File: config.mk
export PLATFORM = sky130hd
export DESIGN_NAME = keypad_scanner
export DESIGN_NICKNAME = d
export VERILOG_FILES = /design/src/rtl/keypad_scanner_pkg.sv /design/src/rtl/keypad_debounce.sv /design/src/rtl/keypad_scanner.sv
export SDC_FILE = /design/constraint.sdc
export NUM_CORES = 1
export LEC_CHECK = 0
export BUFFER_PORTS_ARGS = -buffer_cell sky130_fd_sc_hd__buf_4
export CELL_PAD_IN_SITES_DETAIL_PLACEMENT = 2
export CELL_PAD_IN_SITES_GLOBAL_PLACEMENT = 2
export CORE_UTILIZATION = 45
export CTS_CLUSTER_SIZE = 8
export DETAILED_ROUTE_END_ITERATION = 6
export PLACE_DENSITY_LB_ADDON = 0.08
export SETUP_SLACK_MARGIN = 0.2
export SLEW_MARGIN = 20
export SYNTH_ARGS = -nofsm -noshare
export SYNTH_HDL_FRONTEND = slang
export SYNTH_HIERARCHICAL = 1
export SYNTH_SLANG_ARGS = --single-unit
File: constraint.sdc
create_clock -name CLK -period 11.3 [get_ports CLK]
set_clock_uncertainty 0.2 [all_clocks]
set_input_delay 0.565 -clock CLK [delete_from_list [all_inputs] [get_ports CLK]]
set_output_delay 0.565 -clock CLK [all_outputs]
set_load 0.01 [all_outputs]
File: src/rtl/keypad_scanner_pkg.sv
// rtl/keypad_scanner_pkg.sv - shared constants for the keypad matrix scanner
package keypad_scanner_pkg;

  localparam int KEY_CODE_W         = 8;
  localparam int DEF_SCAN_DIVIDER   = 14;
  localparam int DEF_DEBOUNCE_SCANS = 4;

  localparam logic [0:0] KS_RELEASED = 1'b0;
  localparam logic [0:0] KS_PRESSED  = 1'b1;

  typedef logic [KEY_CODE_W-1:0] key_code_t;

endpackage

File: src/rtl/keypad_debounce.sv
// rtl/keypad_debounce.sv - whole-matrix frame comparison and debounced image register
module keypad_debounce import keypad_scanner_pkg::*; #(
  parameter int N              = 16,
  parameter int DEBOUNCE_SCANS = DEF_DEBOUNCE_SCANS
) (
  input  logic         clk,
  input  logic         rst,
  input  logic [N-1:0] frame_img,
  input  logic         frame_end,
  output logic [N-1:0] deb_next,
  output logic         image_changed
);

  localparam int            CW      = $clog2(DEBOUNCE_SCANS + 1);
  localparam logic [CW-1:0] CNT_MAX = CW'(DEBOUNCE_SCANS);

  logic [N-1:0]  prev_q, prev_d;
  logic [CW-1:0] cnt_q, cnt_d;
  logic [N-1:0]  deb_q, deb_d;

  // deb_d is exported so the reporting logic reacts in the same cycle the image is accepted
  always_comb begin
    prev_d = prev_q;
    cnt_d  = cnt_q;
    deb_d  = deb_q;
    if (frame_end) begin
      prev_d = frame_img;
      if (frame_img != prev_q)
        cnt_d = '0;
      else if (cnt_q != CNT_MAX)
        cnt_d = cnt_q + CW'(1);
      if (cnt_d == CNT_MAX)
        deb_d = frame_img;
    end
  end

  always_ff @(posedge clk or posedge rst) begin
    if (rst) begin
      prev_q <= '0;
      cnt_q  <= '0;
      deb_q  <= '0;
    end else begin
      prev_q <= prev_d;
      cnt_q  <= cnt_d;
      deb_q  <= deb_d;
    end
  end

  assign deb_next      = deb_d;
  assign image_changed = (deb_d != deb_q);

endmodule

File: src/rtl/keypad_scanner.sv
// rtl/keypad_scanner.sv - row-scanned key matrix with debounce and valid/ack key reporting
module keypad_scanner import keypad_scanner_pkg::*; #(
  parameter int ROWS           = 4,
  parameter int COLS           = 4,
  parameter int SCAN_DIVIDER   = DEF_SCAN_DIVIDER,
  parameter int DEBOUNCE_SCANS = DEF_DEBOUNCE_SCANS
) (
  input  logic                  CLK,
  input  logic                  RST,
  output logic [ROWS-1:0]       KEY_ROW,
  input  logic [COLS-1:0]       KEY_COL,
  output logic [KEY_CODE_W-1:0] key_code,
  output logic                  key_valid,
  input  logic                  key_ack,
  output logic                  key_down,
  output logic                  overrun
);

  localparam int                      N        = ROWS * COLS;
  localparam int                      RW       = (ROWS > 1) ? $clog2(ROWS) : 1;
  localparam logic [RW-1:0]           ROW_LAST = RW'(ROWS - 1);
  localparam logic [SCAN_DIVIDER-1:0] PRESC_1  = SCAN_DIVIDER'(1);

  logic [COLS-1:0]         col_meta_q, col_sync_q;
  logic [SCAN_DIVIDER-1:0] presc_q, presc_d;
  logic [RW-1:0]           row_q, row_d;
  logic [N-1:0]            frame_q, frame_d;
  logic [0:0]              state_q, state_d;
  key_code_t               code_q, code_d, press_code;
  logic                    valid_q, valid_d;
  logic                    overrun_q, overrun_d;
  logic                    key_down_q, key_down_d;
  logic                    tick, frame_end, press_event, image_changed;
  logic [N-1:0]            deb_next;

  assign tick      = &presc_q;
  assign frame_end = tick && (row_q == ROW_LAST);

  always_comb begin
    presc_d = presc_q + PRESC_1;
    row_d   = row_q;
    frame_d = frame_q;
    if (tick) begin
      row_d = (row_q == ROW_LAST) ? '0 : row_q + RW'(1);
      for (int r = 0; r < ROWS; r++)
        if (row_q == RW'(r)) frame_d[r*COLS +: COLS] = col_sync_q;
    end
  end

  always_comb begin
    KEY_ROW = '0;
    for (int r = 0; r < ROWS; r++)
      if (row_q == RW'(r)) KEY_ROW[r] = 1'b1;
  end

  // frame_d carries the slot written on this tick, so the debouncer sees the completed frame
  keypad_debounce #(.N(N), .DEBOUNCE_SCANS(DEBOUNCE_SCANS)) u_debounce (
    .clk          (CLK),
    .rst          (RST),
    .frame_img    (frame_d),
    .frame_end    (frame_end),
    .deb_next     (deb_next),
    .image_changed(image_changed)
  );

  // descending scan so the lowest flat index is the last assignment
  always_comb begin
    press_code = '0;
    for (int i = N - 1; i >= 0; i--)
      if (deb_next[i]) press_code = KEY_CODE_W'(i);
  end

  assign press_event = (state_q == KS_RELEASED) && image_changed && (|deb_next);

  always_comb begin
    state_d    = state_q;
    code_d     = code_q;
    valid_d    = valid_q;
    overrun_d  = overrun_q;
    key_down_d = |deb_next;
    if (image_changed)
      state_d = (|deb_next) ? KS_PRESSED : KS_RELEASED;
    if (valid_q && key_ack) begin
      overrun_d = 1'b0;
      if (press_event) code_d = press_code;
      else             valid_d = 1'b0;
    end else if (press_event) begin
      if (valid_q) begin
        overrun_d = 1'b1;
      end else begin
        code_d  = press_code;
        valid_d = 1'b1;
      end
    end
  end

  always_ff @(posedge CLK or posedge RST) begin
    if (RST) begin
      col_meta_q <= '0;
      col_sync_q <= '0;
      presc_q    <= '0;
      row_q      <= '0;
      frame_q    <= '0;
      state_q    <= KS_RELEASED;
      code_q     <= '0;
      valid_q    <= 1'b0;
      overrun_q  <= 1'b0;
      key_down_q <= 1'b0;
    end else begin
      col_meta_q <= KEY_COL;
      col_sync_q <= col_meta_q;
      presc_q    <= presc_d;
      row_q      <= row_d;
      frame_q    <= frame_d;
      state_q    <= state_d;
      code_q     <= code_d;
      valid_q    <= valid_d;
      overrun_q  <= overrun_d;
      key_down_q <= key_down_d;
    end
  end

  assign key_code  = code_q;
  assign key_valid = valid_q;
  assign overrun   = overrun_q;
  assign key_down  = key_down_q;

endmodule
== Word level (Yosys, flattened, before mapping) ==
Index checks and enable logic that the tools add are counted.

* Logic and storage cells: 80
* Input bits: 7
* Memory bits (writable): 0
* Bits in latches: 0
* Register bits: 87
* ROM bits: 0
* Output and inout port bits: 15
* Memories: 0

* $mul: 0
* Reductions and logical operators: 12
* Magnitude comparators: 0
* Bitwise operators: 1
* Divide/modulo/power cells: 0
* Shift operators: 0
* Mux-type cells: 42
* Add/subtract/negate cells: 3
* Eq/ne operators: 9

{| class="wikitable"
|+ Operators by type and width
! operator !! count
|-
| $mux 8 || 19
|-
| $mux 16 || 3
|-
| $ne 16x16->1 || 2
|-
| $mux 4 || 5
|-
| $reduce_or 16->1 || 1
|-
| $add 14x1->14 const B || 1
|-
| $reduce_and 14->1 || 1
|-
| $mux 1 || 11
|-
| $mux 3 || 3
|-
| $reduce_and 2->1 || 3
|-
| $eq 2x2->1 const B || 2
|-
| $logic_and 1x1->1 || 4
|-
| $reduce_bool 2->1 || 2
|-
| $add 3x1->3 const B || 1
|-
| $eq 3x3->1 const B || 1
|-
| $ne 3x3->1 const B || 1
|-
| $add 2x1->2 const B || 1
|-
| $eq 2x1->1 const B || 1
|-
| $logic_not 2->1 || 1
|-
| $mux 2 || 1
|-
| $ne 2x1->1 const B || 1
|-
| $ne 2x2->1 const B || 1
|-
| $not 1->1 || 1
|}

== Longest topological paths before layout ==
Gate-level depths: netlist of the first run.

* Word-level depth: 28
* Depth in mapped cells: 18
* Gate-level depth less buffers: 17

== Hierarchy ==
The synthesis of the first run kept the hierarchy.

{| class="wikitable"
|+ By module, submodules not included
! module !! cells each !! instances !! area an instance (um^2) !! seq. area each (um^2)
|-
| keypad_scanner || 170 || 1 || 2,054.5 || 1,201.2
|-
| keypad_debounce || 135 || 1 || 1,805.5 || 875.8
|}

== Least setup slack after synthesis of the first run ==
No wires, ideal clock.

* Path type: register to register
* From: reg presc_q[2]
* To: reg valid_q, in the netlist key_valid
* Slack: 6.697 ns
* Library setup time: 0.125 ns
* Data required time: 10.975 ns
* Buffers on the path: 1
* Data arrival time: 4.279 ns
* Cell stages (with the launch flop): 17
* Period minus slack after synthesis: 4.603 ns
* Path through: dfrtp_1 > and4_2 > nand4_4 > nor3_4 > nand2_1 > mux2_2 > xnor2_1 > nand4_1 > nor4_4 > nand4b_4 > buf_6 > mux2_4 > nor4_1 > nand4_1 > nand3b_1 > ha_1 > mux2_2

* Elaborated cells between the ends (all ways): 16
* Those cells by class: eq/ne (4); mux (5); reduce/logical (7)

{| class="wikitable"
|+ RTL lines
! item !! line !! RTL
|-
| start, declared || keypad_scanner.sv:25 || <nowiki>logic [SCAN_DIVIDER-1:0] presc_q, presc_d;</nowiki>
|-
| start signal, assigned || keypad_scanner.sv:112 || <nowiki>presc_q <= presc_d;</nowiki>
|-
| $reduce_and 14->1 * || keypad_scanner.sv:36 || <nowiki>assign tick = &presc_q;</nowiki>
|-
| $mux 16 * || keypad_scanner.sv:43 || <nowiki>if (tick) begin</nowiki>
|-
| net frame_d[14] || keypad_scanner.sv:27 || <nowiki>logic [N-1:0] frame_q, frame_d;</nowiki>
|-
| $ne 16x16->1 * || keypad_debounce.sv:28 || <nowiki>if (frame_img != prev_q)</nowiki>
|-
| $mux 3 * || keypad_debounce.sv:28 ||
|-
| $mux 3 * || keypad_debounce.sv:26 || <nowiki>if (frame_end) begin</nowiki>
|-
| $eq 3x3->1 * || keypad_debounce.sv:32 || <nowiki>if (cnt_d == CNT_MAX)</nowiki>
|-
| $mux 16 * || keypad_debounce.sv:32 ||
|-
| $mux 16 * || keypad_debounce.sv:26 ||
|-
| net deb_next[4] || keypad_scanner.sv:34 || <nowiki>logic [N-1:0] deb_next;</nowiki>
|-
| $reduce_or 16->1 * || -- ||
|-
| net key_down_d || keypad_scanner.sv:32 || <nowiki>logic key_down_q, key_down_d;</nowiki>
|-
| $logic_and 1x1->1 * || keypad_scanner.sv:73 || <nowiki>assign press_event = (state_q == KS_RELEASED) && image_changed && (|deb_next);</nowiki>
|-
| $ne 2x2->1 (no line) / $reduce_bool 2->1 (equally long branches) || -- ||
|-
| $reduce_and 2->1 (no line) * || -- ||
|-
| end signal, assigned || keypad_scanner.sv:117 || <nowiki>valid_q <= valid_d;</nowiki>
|-
| end, declared || keypad_scanner.sv:30 || <nowiki>logic valid_q, valid_d;</nowiki>
|}

Mark *: on every way through the listed nets, which the timed path passes. The rest lies on a longest branch. The select of a mux whose other input is x is not followed.
A chain may end at the register's enable or synchronous reset.

== Final worst setup path of the first run ==
Same ends and word-level chain as after synthesis.

==> results of run 1 <==
## critical path, delay by kind of cell, from the launching register on
family | cells | cell delay (ns)
XOR/XNOR | 1 | 0.21
adder cells (fa/ha/maj) | 1 | 0.25
flip-flops | 1 | 0.44
multiplexers | 3 | 1.11
AND/OR/NAND/NOR | 10 | 3.31
## cell type report
type / instances / area (um^2) / area share
clock buffer: 12 / 165 / 0.0383
clock inverter: 4 / 56.3 / 0.0131
inverter: 12 / 45.0 / 0.0104
multi-input combinational: 205 / 1700 / 0.393
sequential: 83 / 2080 / 0.481
tap: 105 / 131 / 0.0305
timing repair buffer: 19 / 143 / 0.0331
## worst max path at each step
stage	from	endpoint	slack, ns	depth (start not counted)
finish	presc_q[2]	key_valid	5.65	15
CTS	presc_q[2]	key_valid	5.54	15
detailed placement	presc_q[2]	key_valid	5.60	15
global placement	presc_q[2]	key_valid	5.86	15
global route	presc_q[0]	key_valid	5.26	15
floorplan	presc_q[2]	key_valid	6.70	16
## cell families (layout without fill, tap and decap cells)
logic type	Yosys count	in the layout	share of synthesized area
buffers and inverters	20	47	0.0253
xor gates and xnor gates	44	44	0.0998
AOI/OAI and AO/OA	20	20	0.0308
and+or+nand+nor	77	77	0.118
muxes	52	52	0.161
adders and majority gates	8	8	0.0259
other	1	4	0.000972
DFF	83	83	0.538
## power by group
| group | internal, uW | leakage [uW] | switching [uW] |
|---|---|---|---|
| sequential | 302 | 0.00112 | 4.25 |
| combinational | 9.66 | 0.000905 | 12.8 |
| clock | 122 | 0.000113 | 108 |
| total | 433 | 0.00214 | 125 |
## placed cells by master (no fill, tap or decap), types with 2 or more instances in the layout
cell | synthesis | routed
nor2_1 | 14 | 14
mux2_4 | 10 | 10
dfrtp_1 | 83 | 83
nand4_1 | 12 | 12
nand2b_1 | 5 | 5
clkbuf_8 | 0 | 12
o21ai_0 | 6 | 6
nor4_1 | 5 | 5
mux2_2 | 40 | 40
buf_4 | 4 | 19
nand3b_1 | 2 | 2
nor3_1 | 3 | 3
ha_1 | 8 | 8
inv_1 | 12 | 11
xnor2_1 | 40 | 40
a21oi_1 | 8 | 8
mux2i_1 | 2 | 2
clkinv_4 | 0 | 2
xor2_1 | 4 | 4
nand2_1 | 19 | 19
a31oi_1 | 2 | 2
nand3_1 | 6 | 6
conb_1 | 1 | 4
## cell usage after synthesis
cell type,count
nand3_1,6
and3_1,1
o21ai_0,6
o31ai_1,1
dfrtp_1,83
buf_6,1
nor4_4,1
o41ai_1,1
nor2_1,14
nor3b_1,1
nand4b_1,1
nor4_1,5
mux2_2,40
nor3_1,3
nor3_4,1
buf_4,4
and4_2,1
nand4_1,12
conb_1,1
a21oi_1,8
or4_1,1
nand4_4,1
clkbuf_1,3
mux2_4,10
nand4b_4,1
mux2i_1,2
nand2b_1,5
o32a_1,1
nor2b_1,1
xor2_1,4
a221o_1,1
xnor2_1,40
a31oi_1,2
nand2_1,19
and2_1,1
nand3b_1,2
inv_1,12
ha_1,8
## layer usage
metal	track usage	part of all wire	vias up
met5	0	0	-
met1	0.275	0.44	1245
met2	0.393	0.52	30
li1	-	-	1094
met3	0.0539	0.024	8
met4	0.0568	0.012	0
## flip-flops by register name, summed over array words and instances (netlist names)
name	count
col_meta_q	4
col_sync_q	4
frame_q	16
key_code	4
key_down	1
key_valid	1
overrun	1
presc_q	14
row_q	2
state_q	1
u_debounce/cnt_q	3
u_debounce/deb_q	16
u_debounce/prev_q	16
## stage by stage
step	power [uW]	util	hold WS, ns	instance area, um^2
after floorplan	324	-	0.131	3870
after global placement	334	0.496	0.133	4090
after global routing	579	0.522	0.0958	4310
after CTS	568	0.522	0.107	4310
after detailed placement	335	0.496	0.142	4090
final	558	0.522	0.119	4310
==> qor.csv, run 1 <==
metric,value,unit
layout cell share with drive strength beyond 1,0.272,
CP Capture Type,flop,
post-synthesis sequential area ratio,0.538,
Post-CTS Resized,0,
core region area,8260,um^2
via/cell ratio,5.40,
Bufs on Longest Clock Path,2,
worst-path cell chain,and4_2 -> nand4_4 -> nor3_4 -> nand2_1 -> mux2_2 -> xnor2_1 -> nand4_1 -> nor4_4 -> nand4b_4 -> mux2_4 -> nor4_1 -> nand4_1 -> nand3b_1 -> ha_1 -> mux2_2,
Syn-to-layout area delta,11.8,%
Worst Hold Endpoint,col_meta_q[1],
Pre-antenna DRT Iters,3,
max_slew headroom,0.331,
Num Clock Sinks,83,
Synth cell types,38,
placed cell count,424,
GRT Total Usage,0.224,
DRC Markers,0,
final worst slack,5.65,ns
post-CTS setup buffers,0,
ranking of synthesized cells by area,"dfrtp_1 (54%), mux2_2 (12%), xnor2_1 (9.1%)",
Avg WL per Cell,20.3,um
cts hold-fix bufs,0,
die width,94.6,um
Tightest Pin Transition,1.00,ns
hold_sp,KEY_COL[1],
grt total ovfl,0,
routability cong.,0.774,
initial antenna violation count,0,
Detailed Route WL,8920,um
min Tclk post-route,5.65,ns
Hold WC Path Type,input pin to flop,
Place WS,5.60,ns
CTS root buf,clkbuf_8,
first-pass GRT wire length,14500,um
DRT iter0 DRCs,57,
area share of the largest cell type after synthesis,0.538,
n_diodes,0,
Fin. Hold Viols,0,
H-tree depth,3,
CTS Buf Count,9,
Seq cells post-synth,83,
pwr dens,129,nW/um^2
IO Count,22,
Skew-Pair Late Insertion Delay,0.35,ns
setup violators final,0,
Lkg Pwr,0.00214,uW
Non-Filler Instances,440,
r2r endpoint,key_valid,
worst stage delay on the critical path,0.60,ns
largest net degree at the start of global routing,49,
Slew Limit Fails,0,
RSZ-0062 raised after global routing,no,
"Reg clk slew, reported paths",0.09,ns
Avg Synthesized Cell Area,12.7,um^2
internal reg-to-reg setup slack,5.65,ns
Max rail drop VDD,67.9,uV
CTS tree,done,
vias in the first global route,2669,
CP arrival,5.70,ns
Syn. warnings,6,
Initial Utilization,0.467,
status,"finished, final reports clean",
Routed Antenna Nets,0,
"Cell Area, Synth",3860,um^2
Cells after Synth,305,
period utilization,0.500,
WS Path Type,flop to flop,
die height,94.6,um
r2r worst-path depth,15,
startpoint types,flop,
via count,2377,
Die Footprint,8950,um^2
biggest area consumer among synthesized cells,dfrtp_1,
DP Wirelength,6450,um
fmax,177,MHz
port bufs,17,
Max Fanout on Critical Path,16,
Worst Path Required,11.35,ns
worst hold path stage count,1,
fillers,810,
CP max stage cell,nor4_1,
row cnt,33,
r2r startpoint,presc_q[2],
nets,345,
Max-cap violations,0,
TNS Setup,0,ns
Note: power is estimated with default switching activity, not from simulation.
==> inputs of run 2 (changes only) <==
Settings changed: CORE_UTILIZATION 45 to 42.
Clock period 11.3 ns to 5.7 ns, I/O delays scaled along.
==> qor.csv, run 2 (same netlist as run 1, synthesis figures left out) <==
metric,value,unit,change
fillers,879,,was 810
Num Clock Sinks,83,,unchanged
via/cell ratio,5.34,,was 5.40
"Reg clk slew, reported paths",0.08,ns,was 0.09 ns
worst hold path stage count,0,,was 1
H-tree depth,3,,unchanged
WS Path Type,flop to flop,,unchanged
Slew Limit Fails,0,,unchanged
Lkg Pwr,0.00211,uW,was 0.00214 uW
RSZ-0062 raised after global routing,no,,unchanged
startpoint types,flop,,unchanged
initial antenna violation count,0,,unchanged
Skew-Pair Late Insertion Delay,0.34,ns,was 0.35 ns
Die Footprint,9580,um^2,was 8950 um^2
core region area,8810,um^2,was 8260 um^2
n_diodes,0,,unchanged
area of the multi-input gates,1710,um^2,was 1700 um^2
DP Wirelength,6190,um,was 6450 um
grt total ovfl,0,,unchanged
first-pass GRT wire length,14100,um,was 14500 um
"commonest non-fill, non-tap cells in the layout","dfrtp_1 (83), xnor2_1 (40), mux2_2 (40)",,unchanged
P_int,853,uW,was 433 uW
"most common cell after layout, fill and taps aside",dfrtp_1,,unchanged
Bufs on Longest Clock Path,2,,unchanged
CP arrival,5.23,ns,was 5.70 ns
r2r worst-path depth,17,,was 15
r2r startpoint,presc_q[0],,was presc_q[2]
setup violators final,0,,unchanged
Avg WL per Cell,18.6,um,was 20.3 um
CTS root buf,clkbuf_8,,unchanged
Seq pwr share,0.560,,was 0.548
Setup crit start,presc_q[0],,was presc_q[2]
worst stage delay on the critical path,0.45,ns,was 0.60 ns
nets,354,,was 345
combinational fraction of design power,0.044,,was 0.040
port bufs,17,,unchanged
Detailed Route WL,8350,um,was 8920 um
DRC Markers,0,,unchanged
GRT Total Usage,0.195,,was 0.224
FF+latch area,2080,um^2,unchanged
period utilization,0.909,,was 0.500
layout cell share with drive strength beyond 1,0.275,,was 0.272
Initial Utilization,0.438,,was 0.467
TNS Setup,0,ns,unchanged
Routed Antenna Nets,0,,unchanged
Syn-to-layout area delta,13.8,%,was 11.8%
hold_sp,col_meta_q[3],,was KEY_COL[1]
DRT iter0 DRCs,40,,was 57
Max-cap violations,0,,unchanged
Place WS,0.156,ns,was 5.60 ns
CP max stage cell,nor4_4,,was nor4_1
vias in the first global route,2686,,was 2669
row cnt,34,,was 33
min Tclk post-route,5.18,ns,was 5.65 ns
status,"finished, final reports clean",,unchanged
pwr dens,246,nW/um^2,was 129 nW/um^2
Fin. Hold Viols,0,,unchanged
CTS Buf Count,9,,unchanged
fmax,193,MHz,was 177 MHz
largest net degree at the start of global routing,49,,unchanged
worst-path cell chain,ha_1 -> nand4_4 -> nor3_4 -> nand2_1 -> mux2_2 -> xnor2_1 -> nand4_1 -> nor4_4 -> nand4b_4 -> buf_4 -> mux2_4 -> nor4_1 -> buf_4 -> nand4_1 -> nand3b_1 -> ha_1 -> mux2_2,,was and4_2 -> nand4_4 -> nor3_4 -> nand2_1 -> mux2_2 -> xnor2_1 -> nand4_1 -> nor4_4 -> nand4b_4 -> mux2_4 -> nor4_1 -> nand4_1 -> nand3b_1 -> ha_1 -> mux2_2
final worst slack,0.517,ns,was 5.65 ns
Largest regs,"frame_q x16, u_debounce/deb_q x16, u_debounce/prev_q x16",,unchanged
max_slew headroom,0.451,,was 0.331
die height,97.9,um,was 94.6 um
post-layout util,0.499,,was 0.522
Worst Path Required,5.74,ns,was 11.35 ns
CTS tree,done,,unchanged
CP Capture Type,flop,,unchanged
sw frac,0.212,,was 0.224
routability cong.,0.759,,was 0.774
via count,2405,,was 2377
IO Count,22,,unchanged
Clock power frac,0.396,,was 0.412
Max Fanout on Critical Path,11,,was 16
P_sw,230,uW,was 125 uW
Pre-antenna DRT Iters,2,,was 3
die width,97.9,um,was 94.6 um
Max rail drop VDD,112,uV,was 67.9 uV
Hold WC Path Type,flop to flop,,was input pin to flop
Tightest Pin Transition,0.823,ns,was 1.00 ns
==> run 2: cell count changes in the layout (fill, tap and decap cells not counted), sizes merged <==
cell | before | now
buf | 19 | 22
dlygate4sd3 | 0 | 6
inv | 13 | 11
==> run 2: cell type report <==
class,instances,share of cell area
flip-flops and latches,83,0.473
multi-input cells,205,0.389
repair buffers,28,0.0513
clock buffers,12,0.0376
well taps,108,0.0308
inverters,12,0.0105
clock inverters,2,0.00797
==> run 2: final timing paths <==
| path | endpoint | slack, ns |
|---|---|---|
| max | key_valid | 0.52 |
| min | col_sync_q[3] | 0.15 |
| max reg2reg | key_valid | 0.52 |
| min reg2reg | col_sync_q[3] | 0.15 |
| max in group asynchronous | frame_q[4] | 4.35 |
| min in group asynchronous | u_debounce/deb_q[11] | 0.42 |
==> run 2: repair_timing <==
| action | CTS | global route |
|---|---|---|
| hold buffers | 6 | 0 |
| pin swaps | 0 | 1 |
| endpoints found under the hold margin | 40 | 0 |
| resized for setup | 1 | 1 |
| setup buffers | 0 | 2 |
| setup endpoints to repair | 1 | 4 |
==> run 2: worst max-delay path, delay by kind of cell, from the launching register on <==
family,cells,cell delay (ns)
xor+xnor,1,0.29
fa+ha+maj,2,0.54
mux,3,1.00
simple gates,9,2.21
buf+inv,2,0.39
flops,1,0.42
==> run 2: metal layers <==
layer	up-vias	global-route usage	routed length, um
met5	-	0	0
met3	11	0.0408	165
met4	0	0.0594	101
met1	1254	0.245	3760
met2	21	0.337	4330
li1	1119	-	-
==> run 2: power groups by stage <==
stage | clock [uW] | combinational, uW | sequential (uW)
3_5_place_dp | 0 | 46.6 | 617
6_report | 429 | 47.6 | 606
5_1_grt | 468 | 54.0 | 607
3_3_place_gp | 0 | 45.3 | 617
2_1_floorplan | 0 | 23.8 | 619
4_1_cts | 449 | 49.7 | 606
==> run 2: stage by stage <==
stage	power [uW]	hold WS [ns]	std cells	area (um^2)
final	1080	0.148	450	4390
after global routing	1130	0.157	450	4390
after CTS	1110	0.151	448	4370
after detailed placement	664	0.142	428	4100
after global placement	663	0.133	428	4100
after floorplan	642	0.116	308	3870
